==> src/rtl/alu_exec_unit_if.sv <==
// Request/result handshake bundle for alu_exec_unit.
// The master side issues operations and consumes results; the slave side is the execution unit.
interface alu_exec_unit_if #(
  parameter int unsigned WIDTH = 16,
  parameter int unsigned OPW   = 4
);
  logic             in_valid;
  logic             in_ready;
  logic [1:0]       alu_op;
  logic [OPW-1:0]   opcode;
  logic [WIDTH-1:0] a;
  logic [WIDTH-1:0] b;
  logic             out_valid;
  logic             out_ready;
  logic [WIDTH-1:0] result;
  logic             zero;
  logic             ovf;
  logic             illegal;

  modport master (
    output in_valid, alu_op, opcode, a, b, out_ready,
    input  in_ready, out_valid, result, zero, ovf, illegal
  );

  modport slave (
    input  in_valid, alu_op, opcode, a, b, out_ready,
    output in_ready, out_valid, result, zero, ovf, illegal
  );
endinterface

==> src/rtl/alu_exec_unit.sv <==
// Handshaked ALU: single-cycle add/sub/logic/shift/compare ops and an iterative shift-add multiply.
// The result is held in a register until the consumer takes it.
module alu_exec_unit #(
  parameter int unsigned WIDTH = 16,
  parameter int unsigned OPW   = 4
) (
  input logic             clk,
  input logic             rst,
  alu_exec_unit_if.slave  bus
);

  localparam int unsigned ShW  = $clog2(WIDTH);
  localparam int unsigned CntW = $clog2(WIDTH) + 1;

  typedef enum logic [1:0] {StIdle, StBusy, StHold} state_e;

  state_e           state_q, state_d;
  logic [WIDTH-1:0] res_q;
  logic             ovf_q, illegal_q;
  logic [WIDTH-1:0] acc_q, mul_a_q, mul_b_q;
  logic [CntW-1:0]  cnt_q;

  logic             in_ready, accept, is_mul, mul_done;
  logic [WIDTH-1:0] sum, diff, op_res, acc_d;
  logic             add_ovf, sub_ovf, op_ovf, op_ill, shift_big;

  // Single-cycle datapath
  always_comb begin
    sum       = bus.a + bus.b;
    diff      = bus.a - bus.b;
    add_ovf   = (bus.a[WIDTH-1] == bus.b[WIDTH-1]) && (sum[WIDTH-1] != bus.a[WIDTH-1]);
    sub_ovf   = (bus.a[WIDTH-1] != bus.b[WIDTH-1]) && (diff[WIDTH-1] != bus.a[WIDTH-1]);
    shift_big = bus.b >= WIDTH'(WIDTH);
    op_res    = sum;
    op_ovf    = add_ovf;
    op_ill    = 1'b0;
    unique case (bus.alu_op)
      2'b10: begin
        op_res = sum;
        op_ovf = add_ovf;
      end
      2'b01: begin
        op_res = diff;
        op_ovf = sub_ovf;
      end
      2'b00: begin
        op_ovf = 1'b0;
        case (bus.opcode)
          OPW'(2): begin
            op_res = sum;
            op_ovf = add_ovf;
          end
          OPW'(3): begin
            op_res = diff;
            op_ovf = sub_ovf;
          end
          OPW'(4): op_res = ~bus.a;
          OPW'(5): op_res = shift_big ? '0 : bus.a << bus.b[ShW-1:0];
          OPW'(6): op_res = shift_big ? '0 : bus.a >> bus.b[ShW-1:0];
          OPW'(7): op_res = bus.a & bus.b;
          OPW'(8): op_res = bus.a | bus.b;
          OPW'(9): op_res = {{(WIDTH-1){1'b0}}, $signed(bus.a) < $signed(bus.b)};
          default: begin
            // Unknown opcodes still execute as add, flagged illegal.
            op_res = sum;
            op_ovf = add_ovf;
            op_ill = 1'b1;
          end
        endcase
      end
      default: begin
        op_res = '0;
        op_ovf = 1'b0;
      end
    endcase
  end

  assign in_ready = (state_q == StIdle) || ((state_q == StHold) && bus.out_ready);
  assign accept   = bus.in_valid && in_ready;
  assign is_mul   = bus.alu_op == 2'b11;
  assign mul_done = (state_q == StBusy) && (cnt_q == CntW'(WIDTH - 1));
  assign acc_d    = acc_q + (mul_b_q[0] ? mul_a_q : '0);

  always_comb begin
    state_d = state_q;
    unique case (state_q)
      StIdle: if (accept) state_d = is_mul ? StBusy : StHold;
      StBusy: if (mul_done) state_d = StHold;
      StHold: begin
        if (accept)             state_d = is_mul ? StBusy : StHold;
        else if (bus.out_ready) state_d = StIdle;
      end
      default: state_d = StIdle;
    endcase
  end

  always_ff @(posedge clk or posedge rst) begin
    if (rst) state_q <= StIdle;
    else     state_q <= state_d;
  end

  always_ff @(posedge clk or posedge rst) begin
    if (rst) begin
      res_q     <= '0;
      ovf_q     <= 1'b0;
      illegal_q <= 1'b0;
      acc_q     <= '0;
      mul_a_q   <= '0;
      mul_b_q   <= '0;
      cnt_q     <= '0;
    end else if (accept) begin
      if (is_mul) begin
        acc_q   <= '0;
        mul_a_q <= bus.a;
        mul_b_q <= bus.b;
        cnt_q   <= '0;
      end else begin
        res_q     <= op_res;
        ovf_q     <= op_ovf;
        illegal_q <= op_ill;
      end
    end else if (state_q == StBusy) begin
      // One multiplier bit per cycle: add shifted multiplicand, then advance.
      acc_q   <= acc_d;
      mul_a_q <= {mul_a_q[WIDTH-2:0], 1'b0};
      mul_b_q <= {1'b0, mul_b_q[WIDTH-1:1]};
      cnt_q   <= cnt_q + CntW'(1);
      if (mul_done) begin
        res_q     <= acc_d;
        ovf_q     <= 1'b0;
        illegal_q <= 1'b0;
      end
    end
  end

  assign bus.in_ready  = in_ready;
  assign bus.out_valid = state_q == StHold;
  assign bus.result    = res_q;
  assign bus.zero      = res_q == '0;
  assign bus.ovf       = ovf_q;
  assign bus.illegal   = illegal_q;

endmodule
==> src/flat_wrapper.sv <==
// flat-port wrapper written by rule: the top's interface ports become plain ports
module alu_exec_unit_flat 
#(
  parameter int unsigned WIDTH = 16,
  parameter int unsigned OPW   = 4
)
  (clk, rst, bus_in_valid, bus_alu_op, bus_opcode, bus_a, bus_b, bus_out_ready, bus_in_ready, bus_out_valid, bus_result, bus_zero, bus_ovf, bus_illegal);
  alu_exec_unit_if #(.WIDTH(WIDTH), .OPW(OPW)) bus_i ();
  input logic clk;
  input logic rst;
  input wire logic [$bits(bus_i.in_valid)-1:0] bus_in_valid;
  input wire logic [$bits(bus_i.alu_op)-1:0] bus_alu_op;
  input wire logic [$bits(bus_i.opcode)-1:0] bus_opcode;
  input wire logic [$bits(bus_i.a)-1:0] bus_a;
  input wire logic [$bits(bus_i.b)-1:0] bus_b;
  input wire logic [$bits(bus_i.out_ready)-1:0] bus_out_ready;
  output wire logic [$bits(bus_i.in_ready)-1:0] bus_in_ready;
  output wire logic [$bits(bus_i.out_valid)-1:0] bus_out_valid;
  output wire logic [$bits(bus_i.result)-1:0] bus_result;
  output wire logic [$bits(bus_i.zero)-1:0] bus_zero;
  output wire logic [$bits(bus_i.ovf)-1:0] bus_ovf;
  output wire logic [$bits(bus_i.illegal)-1:0] bus_illegal;
  assign bus_i.in_valid = bus_in_valid;
  assign bus_i.alu_op = bus_alu_op;
  assign bus_i.opcode = bus_opcode;
  assign bus_i.a = bus_a;
  assign bus_i.b = bus_b;
  assign bus_i.out_ready = bus_out_ready;
  assign bus_in_ready = bus_i.in_ready;
  assign bus_out_valid = bus_i.out_valid;
  assign bus_result = bus_i.result;
  assign bus_zero = bus_i.zero;
  assign bus_ovf = bus_i.ovf;
  assign bus_illegal = bus_i.illegal;
  alu_exec_unit #(.WIDTH(WIDTH), .OPW(OPW)) u_core (.clk(clk), .rst(rst), .bus(bus_i));
endmodule
==> config.mk <==
export PLATFORM = sky130hd
export DESIGN_NAME = alu_exec_unit_flat
export DESIGN_NICKNAME = d
export VERILOG_FILES = /design/src/rtl/alu_exec_unit_if.sv /design/src/rtl/alu_exec_unit.sv /design/src/flat_wrapper.sv
export SDC_FILE = /design/constraint.sdc
export NUM_CORES = 1
export LEC_CHECK = 0
export ABC_AREA = 1
export ABC_CLOCK_PERIOD_IN_PS = 2730
export CELL_PAD_IN_SITES_DETAIL_PLACEMENT = 1
export CELL_PAD_IN_SITES_GLOBAL_PLACEMENT = 2
export CORE_MARGIN = 3
export CORE_UTILIZATION = 33
export CTS_BUF_LIST = sky130_fd_sc_hd__clkbuf_16
export DETAILED_ROUTE_END_ITERATION = 16
export GPL_TIMING_DRIVEN = 0
export HOLD_SLACK_MARGIN = 0.1
export PLACE_DENSITY_LB_ADDON = 0.12
export SYNTH_ARGS = -nofsm -noshare
export SYNTH_HDL_FRONTEND = slang
export SYNTH_SLANG_ARGS = --single-unit
==> constraint.sdc <==
create_clock -name clk -period 2.73 [get_ports clk]
set_clock_uncertainty 0.15 [all_clocks]
set_input_delay 0.273 -clock clk [delete_from_list [all_inputs] [get_ports clk]]
set_output_delay 0.273 -clock clk [all_outputs]
set_load 0.05 [all_outputs]
# After elaboration in Yosys (flattened, before gate mapping)
# Index checks and enable logic that the tools add are counted.
[totals]
latch_bits = 0
n_memories = 0
ram_bits = 0
rom_bits = 0
output_inout_bits = 21
elab_cells = 95
ff_bits = 73
input_bits = 42
[op_classes]
mul = 0
n_reduce_logical = 16
n_bitwise = 3
div_mod_pow = 0
order_cmp = 2
shifts = 2
n_mux = 37
n_eq_ne = 23
addsub = 4
[op_table]
columns = ["cell", "n"]
rows = [
  ["two-way mux 16 bit", 16],
  ["one-hot mux 16 bit (7 select lines)", 1],
  ["one-hot mux 16 bit (3 select lines)", 1],
  ["adder 16 bit", 2],
  ["bitwise AND 16 bit", 1],
  ["== test 4 x 3 -> 1 bit (second input constant)", 4],
  [">= comparator 16 x 5 -> 1 bit (second input constant)", 1],
  ["zero test 16 bit", 1],
  ["less-than comparator 16 bit", 1],
  ["inverter 16 bit", 1],
  ["bitwise OR 16 bit", 1],
  ["<< shifter 16 x 4 -> 16 bit", 1],
  [">> shifter 16 x 4 -> 16 bit", 1],
  ["subtractor 16 bit", 1],
  ["two-way mux 5 bit", 3],
  ["two-way mux 2 bit", 5],
  ["== test 4 x 2 -> 1 bit (second input constant)", 2],
  ["== test 4 bit (second input constant)", 2],
  ["two-way mux 1 bit", 8],
  ["OR reduction 8 bit", 1],
  ["== test 2 bit (second input constant)", 3],
  ["one-hot mux 2 bit (3 select lines)", 1],
  ["AND reduction 3 bit", 2],
  ["OR reduction 6 bit", 1],
  ["other kinds (15)", 26],
]

# Depth between registers and ports, before layout
[logic_depth]
ltp_word = 7
depth_mapped = 21
mapped_depth_nobuf = 18

# Worst setup path after synthesis
# No wires, ideal clock.
[synth_path]
path_type = "in2reg"
start = "input bus_b[2]"
end = "register u_core.res_q[9], in the netlist u_core.bus.result[9]"
required_ps = 2459
t_arrival_ps = 2267
stages = 16
slack_ps = 192
n_path_buf = 4
setup_time_ps = 121
cell_sequence = "clkbuf_1 > inv_1 > buf_2 > buf_2 > ha_1 > buf_2 > or2_0 > o21ai_2 > nand2_1 > nand2_1 > a21oi_1 > or2_0 > nand3_1 > nand3_1 > nand2_1 > nand2_1"
[synth_via]
elab_chain_cells = 6
word_cells_on_any_way = 11
classes_between = "add/sub: 2; order compare: 1; shift: 2; mux: 6"
[synth_lines]
columns = ["item", "line_no", "rtl"]
rows = [
  ["from (decl)", "flat_wrapper.sv:15", "input wire logic [$bits(bus_i.b)-1:0] bus_b;"],
  [">= comparator 16 x 5 -> 1 bit, or another cell as far along", "alu_exec_unit.sv:33", "shift_big = bus.b >= WIDTH'(WIDTH);"],
  ["two-way mux 16 bit, on equally long branches", "alu_exec_unit.sv:59, alu_exec_unit.sv:58", ""],
  ["one-hot mux 16 bit (7 select lines)", "alu_exec_unit.sv:48", "case (bus.opcode)"],
  ["one-hot mux 16 bit (3 select lines) (*)", "alu_exec_unit.sv:37", "unique case (bus.alu_op)"],
  ["two-way mux 16 bit (*)", "alu_exec_unit.sv:112", "if (is_mul) begin"],
  ["two-way mux 16 bit (*)", "alu_exec_unit.sv:111", "end else if (accept) begin"],
  ["to (signal assigned)", "alu_exec_unit.sv:118", "res_q <= op_res;"],
  ["to (decl)", "alu_exec_unit.sv:18", "logic [WIDTH-1:0] res_q;"],
]
# Mark *: on every way between the ends. The rest lies on a longest branch, timed or not. The select of a mux whose other input is x is not followed.
# A chain may end at the register's enable or synchronous reset.

# Final worst setup path
[layout_path]
start = "input bus_a[4]"
end = "register u_core.res_q[7], in the netlist u_core.bus.result[7]"
[layout_via]
elab_chain_cells = 6
word_cells_on_any_way = 10
classes_between = "add/sub: 2; shift: 2; mux: 6"
[layout_lines]
columns = ["item", "line_no", "rtl"]
rows = [
  ["from (decl)", "flat_wrapper.sv:14", "input wire logic [$bits(bus_i.a)-1:0] bus_a;"],
  ["branches (longest 3 deep; another with adder 16 bit)", "--", ""],
  ["one-hot mux 16 bit (3 select lines) (*)", "alu_exec_unit.sv:37", ""],
  ["two-way mux 16 bit (*)", "alu_exec_unit.sv:112", ""],
  ["two-way mux 16 bit (*)", "alu_exec_unit.sv:111", ""],
]
# Mark *: on every way between the ends. The select of a mux whose other input is x is not followed.

==> reports/metrics.cfg <==
[floorplan]
die_h_um = 164.2
row_count = 57
initial_core_util_pct = 33.76
fp.dieW_um = 164.2
core_area_um2 = 24460
io-pin-count = 63
dieArea_um2 = 26960

[worst_setup_path]
path_cells = clkdlybuf4s15_1 -> inv_1 -> ha_1 -> o21ai_0 -> a21oi_1 -> nand2_2 -> nand2_1 -> nand3_1 -> nand3_1 -> nand3_1 -> nand2_2 -> nand2_1 -> a21oi_2
end_kind = register
cp_num_buf_inv = 2
timing.rr.end = u_core.bus.result[11]$_DFFE_PP0P_
arrival_ns = 2.71
crit_start = bus_a[4]
cp_slowest_cell = ha_1
cpMostUsedCell = nand3_1
rrSetupSlack_ns = 0.16
max_stage_delay_ns = 0.48
critical_path_class = input port to register
setup.worst_path.start_class = input port
reg2reg_depth = 13
rr_startpoint = u_core.mul_b_q[0]$_DFFE_PP0P_
crit_required_ns = 2.86
critical-path-top-delay-family = simple AND/OR/NAND/NOR gates
path_max_fanout = 7

[sta]
fin_crit_ns = 2.587
setup_tns_ns = 0
timing.fmax_mhz = 386.5
slew_viol_final = 0
setup_viol = 0
timing.hold.ws_ns = 0.1709
min_period_over_period_pct = 94.77
slew_headroom_pct = 55.04
tightest_slew_ns = 0.6744
finalHoldViolCount = 0
setup_ws_ns = 0.1427
grt_setup_unrepaired = false

[status]
status = finished, final reports clean

[detailed_routing]
drc = 0
postRouteAntennaNets = 0
dr.pass1.iters = 8
via_per_inst = 5.327
dr.first_iter.drc_count = 643
finalWirelength_um = 36210
wl_per_cell_um = 20.61
vias = 9360

[hold_path]
min_from = bus_b[13]
min_path_cells = 3
min_to = u_core.mul_b_q[13]$_DFFE_PP0P_
hold_class = input port to register

[global_route]
overflow = 0
grt_use_met1_pct = 35.75
grt_first_pass_wirelength_um = 55870
grt_usage_pct = 27.16
grt_pass1_vias = 9515
grt_use_met3_pct = 1.740
grt_busiest_layer = met2
grtUsageMet2_pct = 48.12
antenna_found_initial = 0
grt_max_degree = 66

[cells_and_area]
finalNetCount = 1539
area_delta_synth_final_pct = 18.77
multi_input_area_um2 = 5685
ff_latch_area_um2 = 1828
finalNonFillerCells = 1757
fill_cells = 3295
layout_commonest_cell = nand2_1
insertedDiodeCount = 0
mostFrequentLayoutCells = 410 x nand2_1, 141 x inv_1, 122 x nor2_1
drive_above_1_share_pct = 9.351

[place]
dp_cells = 1740
gp_congestion = 0.9224
dp_hpwl_um = 29520
post-place-ws_ns = -1.110
numPortBuffers = 62

[clock_tree]
cts_buffers = 9
cts_tree = built
clk-insertion-delay-late_ns = 0.34
clockBufferDepth = 2
cts_sinks = 73
cts_max_level = 3
clk_pin_slew_ns = 0.06
root_buffer = clkbuf_16

[pwr]
p_leak_nw = 4.940
powerDensity_nw_per_um2 = 814.5
power_mw = 7.989
ir_drop_mv = 0.5321

[yosys]
synth_edf_count = 0
yosysWarningCount = 0
netlist_area_um2 = 8258
synth.distinct_cells = 50
synth_ff_type = dfrtp_1
synth_seq_cells = 73
avgSynthCellArea_um2 = 6.103
async_flop_share_pct = 100.0
ys_seq_area_share_pct = 22.12
syn_nets = 1464
synth_cells = 1353

[flow_run]
max_cap_violations = 0

-- layout make-up --
type / instances / share of cell area, %
clock inverters: 7 / 1.046
plain buffers: 54 / 2.909
repair buffers: 68 / 7.067
multi-input cells: 1069 / 57.97
clock buffers: 9 / 2.296
inverters: 153 / 5.945
well taps: 324 / 4.133
flip-flops and latches: 73 / 18.64
-- synth_stat cells (5+ instances only) --
master / count / area [µm²]
nand2_1: 417 / 1565
inv_1: 145 / 544.3
nor2_1: 125 / 469.2
nand3_1: 119 / 595.6
o21ai_0: 92 / 460.4
a21oi_1: 86 / 430.4
dfrtp_1: 73 / 1827
ha_1: 66 / 825.8
a31oi_1: 33 / 206.5
buf_2: 30 / 150.1
clkbuf_1: 20 / 75.07
o211ai_1: 13 / 97.59
nand4_1: 11 / 68.82
o22ai_1: 10 / 62.56
nor3_1: 9 / 45.04
inv_2: 7 / 26.28
o21a_1: 7 / 52.55
xor2_1: 7 / 61.31
and2_1: 6 / 37.54
o21ai_1: 6 / 30.03
o221ai_1: 6 / 52.55
nor4_1: 5 / 31.28
o31ai_1: 5 / 37.54
-- power by group --
| group | internal (mW) | leakage (nW) | switching (mW) | total, mW |
|---|---|---|---|---|
| Combinational | 1.55 | 3.92 | 3.13 | 4.68 |
| Clock | 0.812 | 0.162 | 0.525 | 1.34 |
| Sequential | 1.58 | 0.862 | 0.393 | 1.97 |
-- metal layers --
layer  up-vias  wire length (µm)
met5         -                 0
met4         0               879
met3        46              1143
met2       185             17680
met1      4531             16510
li1       4598                 -
-- sequential cells by signal, summed over array words and instances, names as in the netlist --
name / count
u_core.acc_q: 16
u_core.bus.result: 16
u_core.mul_a_q: 16
u_core.mul_b_q: 16
u_core.cnt_q: 5
u_core.state_q: 2
u_core.bus.illegal: 1
u_core.bus.ovf: 1
-- repair_timing --
item | in CTS | in global routing
setup buffers | 3 | 1
setup endpoints to repair | 26 | 21
endpoints found under the hold margin | 8 | 0
pin swaps | 1 | 2
hold buffers | 1 | 0
resized for setup | 41 | 61
-- cells by family after synthesis --
| logic type | after synthesis | share of synthesized area (%) |
|---|---|---|
| compound gates | 273 | 18.97 |
| xor+xnor | 8 | 0.8485 |
| fa+ha+maj | 69 | 10.73 |
| buf+inv | 211 | 10.44 |
| flops | 73 | 22.12 |
| mux | 1 | 0.1212 |
| simple gates | 718 | 36.77 |
-- metrics by stage --
step	instance area (µm²)	utilization, %
final	9808	40.10
after global routing	9808	40.10
after CTS	9692	39.62
after detailed placement	9314	38.07
after global placement	9284	37.95
after floorplan	8258	-
-- worst register-to-register path, delay by kind of cell, from the launching register on --
| kind | cells | cell delay [ns] |
|---|---|---|
| compound gates | 3 | 0.37 |
| fa+ha+maj | 1 | 0.38 |
| buf+inv | 2 | 0.26 |
| flops | 1 | 0.47 |
| simple gates | 7 | 0.84 |
-- how the worst max path moves through the flow --
stage	to	slack, ns	cells after the start
global route	u_core.bus.result[9]$_DFFE_PP0P_	0.0005	16
global placement	u_core.bus.result[0]$_DFFE_PP0P_	-1.08	15
detailed placement	u_core.bus.result[0]$_DFFE_PP0P_	-1.11	15
floorplan	u_core.bus.result[9]$_DFFE_PP0P_	0.19	16
finish	u_core.bus.result[7]$_DFFE_PP0P_	0.14	13
CTS	u_core.bus.result[0]$_DFFE_PP0P_	0.006	15
Power figures use the tool's default switching activity.
